==> config.mk <==
export PLATFORM = sky130hd
export DESIGN_NAME = mpc_muldiv_ctrl_flat
export DESIGN_NICKNAME = d
export VERILOG_FILES = /design/src/rtl/mpc_muldiv_ctrl_if.sv /design/src/rtl/mpc_muldiv_ctrl.sv /design/src/flat_wrapper.sv
export SDC_FILE = /design/constraint.sdc
export NUM_CORES = 1
export LEC_CHECK = 0
export CORE_MARGIN = 1
export CORE_UTILIZATION = 48
export DETAILED_ROUTE_END_ITERATION = 12
export DONT_BUFFER_PORTS = 1
export GPL_TIMING_DRIVEN = 0
export SYNTH_ARGS = -nofsm -noshare
export SYNTH_HDL_FRONTEND = slang
export SYNTH_SLANG_ARGS = --single-unit
==> constraint.sdc <==
create_clock -name clk -period 11 [get_ports clk]
set_input_delay 3.3 -clock clk [delete_from_list [all_inputs] [get_ports clk]]
set_output_delay 3.3 -clock clk [all_outputs]
set_load 0.02 [all_outputs]
==> src/rtl/mpc_muldiv_ctrl_if.sv <==
`default_nettype none
// ============================================================================
//  Module   : mpc_muldiv_ctrl_if
//  Purpose  : EX-stage op bus and multiplier handshake for mpc_muldiv_ctrl.
//  Revision : 1.0  initial release
// ============================================================================
interface mpc_muldiv_ctrl_if #(
    parameter int DW = 32
);
    // EX-stage side
    logic              iOpValid;
    logic [2:0]        iOp;
    logic [DW-1:0]     iRs;
    logic [DW-1:0]     iRt;
    logic              iFlush;
    logic              oStall;
    logic              oRdValid;
    logic [DW-1:0]     oRdData;
    logic [DW-1:0]     oHi;
    logic [DW-1:0]     oLo;
    logic              oBusy;
    // Multiplier side
    logic              oMulValid;
    logic [DW-1:0]     oMulA;
    logic [DW-1:0]     oMulB;
    logic [2*DW-1:0]   iMul;
    logic              iMulOverflow;
    logic              iMulReady;

    modport master (
        output iOpValid, iOp, iRs, iRt, iFlush, iMul, iMulOverflow, iMulReady,
        input  oStall, oRdValid, oRdData, oHi, oLo, oBusy, oMulValid, oMulA, oMulB
    );

    modport slave (
        input  iOpValid, iOp, iRs, iRt, iFlush, iMul, iMulOverflow, iMulReady,
        output oStall, oRdValid, oRdData, oHi, oLo, oBusy, oMulValid, oMulA, oMulB
    );
endinterface
`default_nettype wire

==> src/rtl/mpc_muldiv_ctrl.sv <==
`default_nettype none
// ============================================================================
//  Module   : mpc_muldiv_ctrl
//  Purpose  : HI/LO owner and sequencer for the iterative unsigned multiplier.
//  Revision : 1.0  initial release
// ============================================================================
module mpc_muldiv_ctrl #(
    parameter int DW = 32
) (
    input  wire logic         clk,
    input  wire logic         reset,
    mpc_muldiv_ctrl_if.slave  bus
);
    localparam logic [2:0] c_IDLE  = 3'd0;
    localparam logic [2:0] c_ISSUE = 3'd1;
    localparam logic [2:0] c_WAIT  = 3'd2;
    localparam logic [2:0] c_FIXUP = 3'd3;
    localparam logic [2:0] c_DRAIN = 3'd4;

    localparam logic [2:0] c_OP_MULT  = 3'd0;
    localparam logic [2:0] c_OP_MULTU = 3'd1;
    localparam logic [2:0] c_OP_MFHI  = 3'd2;
    localparam logic [2:0] c_OP_MFLO  = 3'd3;
    localparam logic [2:0] c_OP_MTHI  = 3'd4;
    localparam logic [2:0] c_OP_MTLO  = 3'd5;

    logic [2:0]        r_state;
    logic              r_neg;
    logic [DW-1:0]     r_mulA;
    logic [DW-1:0]     r_mulB;
    logic [2*DW-1:0]   r_prod;
    logic [DW-1:0]     r_hi;
    logic [DW-1:0]     r_lo;
    logic              r_rdValid;
    logic [DW-1:0]     r_rdData;

    logic              w_isOp;
    logic              w_stall;
    logic              w_accept;
    logic              w_signed;
    logic [DW-1:0]     w_magRs;
    logic [DW-1:0]     w_magRt;
    logic [2*DW-1:0]   w_fixed;
    logic              w_unusedOverflow;

    // The multiplier cannot overflow a double-width product
    assign w_unusedOverflow = bus.iMulOverflow;

    // Ops 6/7 are pipeline no-ops and must never hold up the EX stage
    assign w_isOp   = (bus.iOp <= c_OP_MTLO);
    assign w_stall  = bus.iOpValid & w_isOp & (r_state != c_IDLE);
    assign w_accept = bus.iOpValid & w_isOp & ~w_stall & ~bus.iFlush;

    assign w_signed = (bus.iOp == c_OP_MULT);
    // Two's-complement negate of 0x80..0 wraps to itself, which is the correct magnitude
    assign w_magRs  = (w_signed & bus.iRs[DW-1]) ? (~bus.iRs + DW'(1)) : bus.iRs;
    assign w_magRt  = (w_signed & bus.iRt[DW-1]) ? (~bus.iRt + DW'(1)) : bus.iRt;
    assign w_fixed  = r_neg ? (~r_prod + {{(2*DW-1){1'b0}}, 1'b1}) : r_prod;

    always_ff @(posedge clk or posedge reset) begin
        if (reset) begin
            r_state   <= c_IDLE;
            r_neg     <= 1'b0;
            r_mulA    <= '0;
            r_mulB    <= '0;
            r_prod    <= '0;
            r_hi      <= '0;
            r_lo      <= '0;
            r_rdValid <= 1'b0;
            r_rdData  <= '0;
        end else begin
            r_rdValid <= 1'b0;
            case (r_state)
                c_IDLE: begin
                    if (w_accept) begin
                        case (bus.iOp)
                            c_OP_MULT, c_OP_MULTU: begin
                                r_neg   <= w_signed & (bus.iRs[DW-1] ^ bus.iRt[DW-1]);
                                r_mulA  <= w_magRs;
                                r_mulB  <= w_magRt;
                                r_state <= c_ISSUE;
                            end
                            c_OP_MFHI: begin
                                r_rdValid <= 1'b1;
                                r_rdData  <= r_hi;
                            end
                            c_OP_MFLO: begin
                                r_rdValid <= 1'b1;
                                r_rdData  <= r_lo;
                            end
                            c_OP_MTHI: r_hi <= bus.iRs;
                            c_OP_MTLO: r_lo <= bus.iRs;
                            default: ;
                        endcase
                    end
                end
                c_ISSUE: begin
                    // The start pulse is already on the wire this cycle, so a flush must drain it
                    r_state <= bus.iFlush ? c_DRAIN : c_WAIT;
                end
                c_WAIT: begin
                    if (bus.iMulReady) begin
                        if (bus.iFlush) begin
                            r_state <= c_IDLE;
                        end else begin
                            r_prod  <= bus.iMul;
                            r_state <= c_FIXUP;
                        end
                    end else if (bus.iFlush) begin
                        r_state <= c_DRAIN;
                    end
                end
                c_FIXUP: begin
                    if (!bus.iFlush) begin
                        r_hi <= w_fixed[2*DW-1:DW];
                        r_lo <= w_fixed[DW-1:0];
                    end
                    r_state <= c_IDLE;
                end
                c_DRAIN: begin
                    if (bus.iMulReady) begin
                        r_state <= c_IDLE;
                    end
                end
                default: r_state <= c_IDLE;
            endcase
        end
    end

    assign bus.oStall    = w_stall;
    assign bus.oRdValid  = r_rdValid;
    assign bus.oRdData   = r_rdData;
    assign bus.oHi       = r_hi;
    assign bus.oLo       = r_lo;
    assign bus.oBusy     = (r_state != c_IDLE);
    assign bus.oMulValid = (r_state == c_ISSUE);
    assign bus.oMulA     = r_mulA;
    assign bus.oMulB     = r_mulB;
endmodule
`default_nettype wire

==> src/flat_wrapper.sv <==
// flat-port wrapper written by rule: the top's interface ports become plain ports
module mpc_muldiv_ctrl_flat 
#(
    parameter int DW = 32
)
  (clk, reset, bus_iOpValid, bus_iOp, bus_iRs, bus_iRt, bus_iFlush, bus_iMul, bus_iMulOverflow, bus_iMulReady, bus_oStall, bus_oRdValid, bus_oRdData, bus_oHi, bus_oLo, bus_oBusy, bus_oMulValid, bus_oMulA, bus_oMulB);
  mpc_muldiv_ctrl_if #(.DW(DW)) bus_i ();
  input  wire logic clk;
  input  wire logic reset;
  input wire logic [$bits(bus_i.iOpValid)-1:0] bus_iOpValid;
  input wire logic [$bits(bus_i.iOp)-1:0] bus_iOp;
  input wire logic [$bits(bus_i.iRs)-1:0] bus_iRs;
  input wire logic [$bits(bus_i.iRt)-1:0] bus_iRt;
  input wire logic [$bits(bus_i.iFlush)-1:0] bus_iFlush;
  input wire logic [$bits(bus_i.iMul)-1:0] bus_iMul;
  input wire logic [$bits(bus_i.iMulOverflow)-1:0] bus_iMulOverflow;
  input wire logic [$bits(bus_i.iMulReady)-1:0] bus_iMulReady;
  output wire logic [$bits(bus_i.oStall)-1:0] bus_oStall;
  output wire logic [$bits(bus_i.oRdValid)-1:0] bus_oRdValid;
  output wire logic [$bits(bus_i.oRdData)-1:0] bus_oRdData;
  output wire logic [$bits(bus_i.oHi)-1:0] bus_oHi;
  output wire logic [$bits(bus_i.oLo)-1:0] bus_oLo;
  output wire logic [$bits(bus_i.oBusy)-1:0] bus_oBusy;
  output wire logic [$bits(bus_i.oMulValid)-1:0] bus_oMulValid;
  output wire logic [$bits(bus_i.oMulA)-1:0] bus_oMulA;
  output wire logic [$bits(bus_i.oMulB)-1:0] bus_oMulB;
  assign bus_i.iOpValid = bus_iOpValid;
  assign bus_i.iOp = bus_iOp;
  assign bus_i.iRs = bus_iRs;
  assign bus_i.iRt = bus_iRt;
  assign bus_i.iFlush = bus_iFlush;
  assign bus_i.iMul = bus_iMul;
  assign bus_i.iMulOverflow = bus_iMulOverflow;
  assign bus_i.iMulReady = bus_iMulReady;
  assign bus_oStall = bus_i.oStall;
  assign bus_oRdValid = bus_i.oRdValid;
  assign bus_oRdData = bus_i.oRdData;
  assign bus_oHi = bus_i.oHi;
  assign bus_oLo = bus_i.oLo;
  assign bus_oBusy = bus_i.oBusy;
  assign bus_oMulValid = bus_i.oMulValid;
  assign bus_oMulA = bus_i.oMulA;
  assign bus_oMulB = bus_i.oMulB;
  mpc_muldiv_ctrl #(.DW(DW)) u_core (.clk(clk), .reset(reset), .bus(bus_i));
endmodule
==> flow_summary.json <==
{
  "drtIter0Drc": 852,
  "worstPathArrival_ns": 3.64,
  "crit_family": "simple AND/OR/NAND/NOR gates",
  "area_growth_pct": 10.4,
  "worst_pin_slew_ns": 1.13,
  "clkSlewWorstSetupHoldPaths_ns": 0.06,
  "internal_power_w": 0.00188,
  "synth_edf_count": 0,
  "synth_xor_xnor_area_share": 0.0827,
  "synth_top_family_by_area": "simple AND/OR/NAND/NOR gates",
  "gp_congestion": 0.932,
  "crit_buf_inv": 0,
  "root_buffer": "clkbuf_16",
  "use_met3": 0.0971,
  "ir_drop_mv": 0.165,
  "met2_usage": 0.498,
  "crit_chain": "nand2_1 -> and3_1",
  "hold_class": "reg -> reg",
  "grt_max_degree": 129,
  "final_max_slew_viol_count": 0,
  "routedWlPerCell_um": 25.2,
  "layout_common_cells": "dfrtp_1 (229), nand2_1 (177), o21ai_0 (163)",
  "synthTopCellsByArea": "dfrtp_1 (47%), o21ai_0 (6.7%), mux2_2 (5.7%)",
  "combinationalPowerShare": 0.202,
  "initial_core_util": 0.495,
  "die_area_mm2": 0.0260,
  "syn_area_mm2": 0.0122,
  "viasPerCell": 6.13,
  "ys_seq_elements": 229,
  "seqPwrFrac": 0.532,
  "status": "completed",
  "drt.antenna.violating_nets": 0,
  "clk_latency_ns": 0.54,
  "globalRoute.busiestLayer": "met2",
  "grt_pass1_wl_um": 62000,
  "core_area_mm2": 0.0246,
  "crit_path_end_kind": "primary output",
  "clk_path_buf_depth": 3,
  "first_pass_iters": 5,
  "finalPower_w": 0.00320,
  "rsz0062_at_grt": "no",
  "cp_max_fo": 6,
  "grt_overflow": 0,
  "grt_usage": 0.318,
  "fin_crit_sh": 0.631,
  "p_clk_frac": 0.266,
  "slowest_delay_ns": 0.29,
  "yosys_most_used_dff": "dfrtp_1",
  "die_w_um": 161,
  "cts_tree": "built",
  "slowest_stage": "and3_1",
  "ys_warn_count": 0,
  "synth_mux_area_frac": 0.0927,
  "wl_um": 41500,
  "drive_gt1_frac": 0.0969,
  "synth.net_count": 1414,
  "max_freq_mhz": 144,
  "post_cts_resized": 0,
  "placed_cells": 1599,
  "clock-skew-final_ns": 0.0128,
  "cts-buffers-inserted": 27,
  "synth_adder_area_share": 0.00308,
  "ys_types": 57,
  "switching_share": 0.411,
  "synth_compound_area_frac": 0.154,
  "cts_setup_buffers": 0,
  "synth_top_cell_area_share": 0.471,
  "synth-simple-area-share": 0.162,
  "hpwl_um": 31800,
  "layout.cells.non_filler": 1645,
  "cts_max_level": 1,
  "rows": 57,
  "syn_inst": 1274,
  "power.leakage_nw": 5.72,
  "vias": 10100,
  "setup_viol": 0,
  "nets": 1444,
  "cap_violations": 0,
  "cp-start-kind": "primary input",
  "p_switching_w": 0.00132,
  "drc_errors": 0,
  "first_global_vias": 9804,
  "antenna_cells": 0,
  "ys_seq_area_frac": 0.471,
  "critPathRequiredTime_ns": 7.70,
  "p_per_area_mw_per_mm2": 238,
  "die_h_um": 161,
  "grt_use_met1": 0.412,
  "hold_buffers": 0,
  "setup-tns-final_ns": 0,
  "hold_viol_final": 0,
  "min_period_ns": 6.94,
  "synthArstFlopShare": 1.00,
  "cts_num_sinks": 229,
  "antenna_found_initial": 0,
  "boundaryPins": 301,
  "slew_headroom": 0.243,
  "criticalPathCategory": "in -> out",
  "final_common_cell": "dfrtp_1",
  "avgSynthCellArea_um2": 9.56,
  "synth_area_leader_cell": "dfrtp_1",
  "port_buffers": 0
}
## cell type report
| cell class | count | area [um2] |
|---|---|---|
| clock inverter | 7 | 71.3 |
| timing repair buffer | 1 | 27.5 |
| sequential | 229 | 5730 |
| fill | 2303 | 11200 |
| multi-input combinational | 947 | 6010 |
| buffer | 84 | 382 |
| clock buffer | 39 | 751 |
| tap | 324 | 405 |
| inverter | 14 | 60.1 |
## cells in the mapped netlist (all sizes together) (14+ instances only)
master,n
a21oi,58
clkbuf,79
dfrtp,229
inv,14
mux2,62
mux2i,43
nand2,177
nor2,80
nor3,32
nor4,17
o21ai,164
o31ai,34
o41ai,14
or3,27
or4,22
xnor2,45
xor2,70
## final timing paths
check | from | endpoint | slack (ns) | cells after the start
worst max-delay path | bus_iOp[2] | bus_oStall | 4.06 | 2
worst min-delay path | u_core.r_prod[8] | u_core.r_prod[8] | 0.55 | 1
worst max register to register | u_core.r_prod[0] | u_core.bus.oHi[8] | 7.32 | 9
worst min register to register | u_core.r_prod[8] | u_core.r_prod[8] | 0.55 | 1
max in group asynchronous | reset | u_core.r_prod[19] | 7.19 | 2
min in group asynchronous | reset | u_core.bus.oRdData[24] | 2.71 | 1
## worst register-to-register path, cell delays in order, from the launching register on
cell	delay, ns
dfrtp_1	0.39
inv_1	0.17
ha_1	0.23
or4b_1	0.55
or4_4	0.50
or4_4	0.54
buf_6	0.19
o41ai_4	0.31
xor2_1	0.50
o22ai_1	0.16
## sequential cells by signal, summed over array words and instances, names as in the netlist
signal	cells
u_core.r_prod	64
u_core.bus.oHi	32
u_core.bus.oLo	32
u_core.bus.oMulA	32
u_core.bus.oMulB	32
u_core.bus.oRdData	32
u_core.r_state	3
u_core.bus.oRdValid	1
u_core.r_neg	1
## cells by family after synthesis
logic type	count (synthesis)
flip-flops	229
AND/OR/NAND/NOR	409
adder cells (fa/ha/maj)	3
buffers and inverters	98
AO/OA/AOI/OAI	315
XOR/XNOR	115
multiplexers	105
## per-stage QoR
stage / util / area [um2] / hold slack [ns] / setup WS (ns)
finish: 0.546 / 13400 / 0.553 / 4.06
global placement: 0.511 / 12600 / 0.537 / -1.31
global route: 0.546 / 13400 / 0.590 / 4.05
detailed placement: 0.513 / 12600 / 0.542 / 4.06
floorplan: - / 12200 / 0.501 / 1.42
CTS: 0.546 / 13400 / 0.555 / 4.06
## routing by layer
layer  wire [um]  up-vias
li1            -     4608
met5           0        -
met2       18800      493
met3        4400       86
met4        1610        0
met1       16700     4900
## power groups by stage
stage | clock network [W] | registers, W | logic [W]
final | 0.000850 | 0.00170 | 0.000647
after global routing | 0.000886 | 0.00174 | 0.000719
after CTS | 0.000859 | 0.00170 | 0.000636
after detailed placement | 0 | 0.00172 | 0.000632
after global placement | 0 | 0.00171 | 0.000619
after floorplan | 0 | 0.00156 | 0.000477
Note: power is estimated with default switching activity, not from simulation.
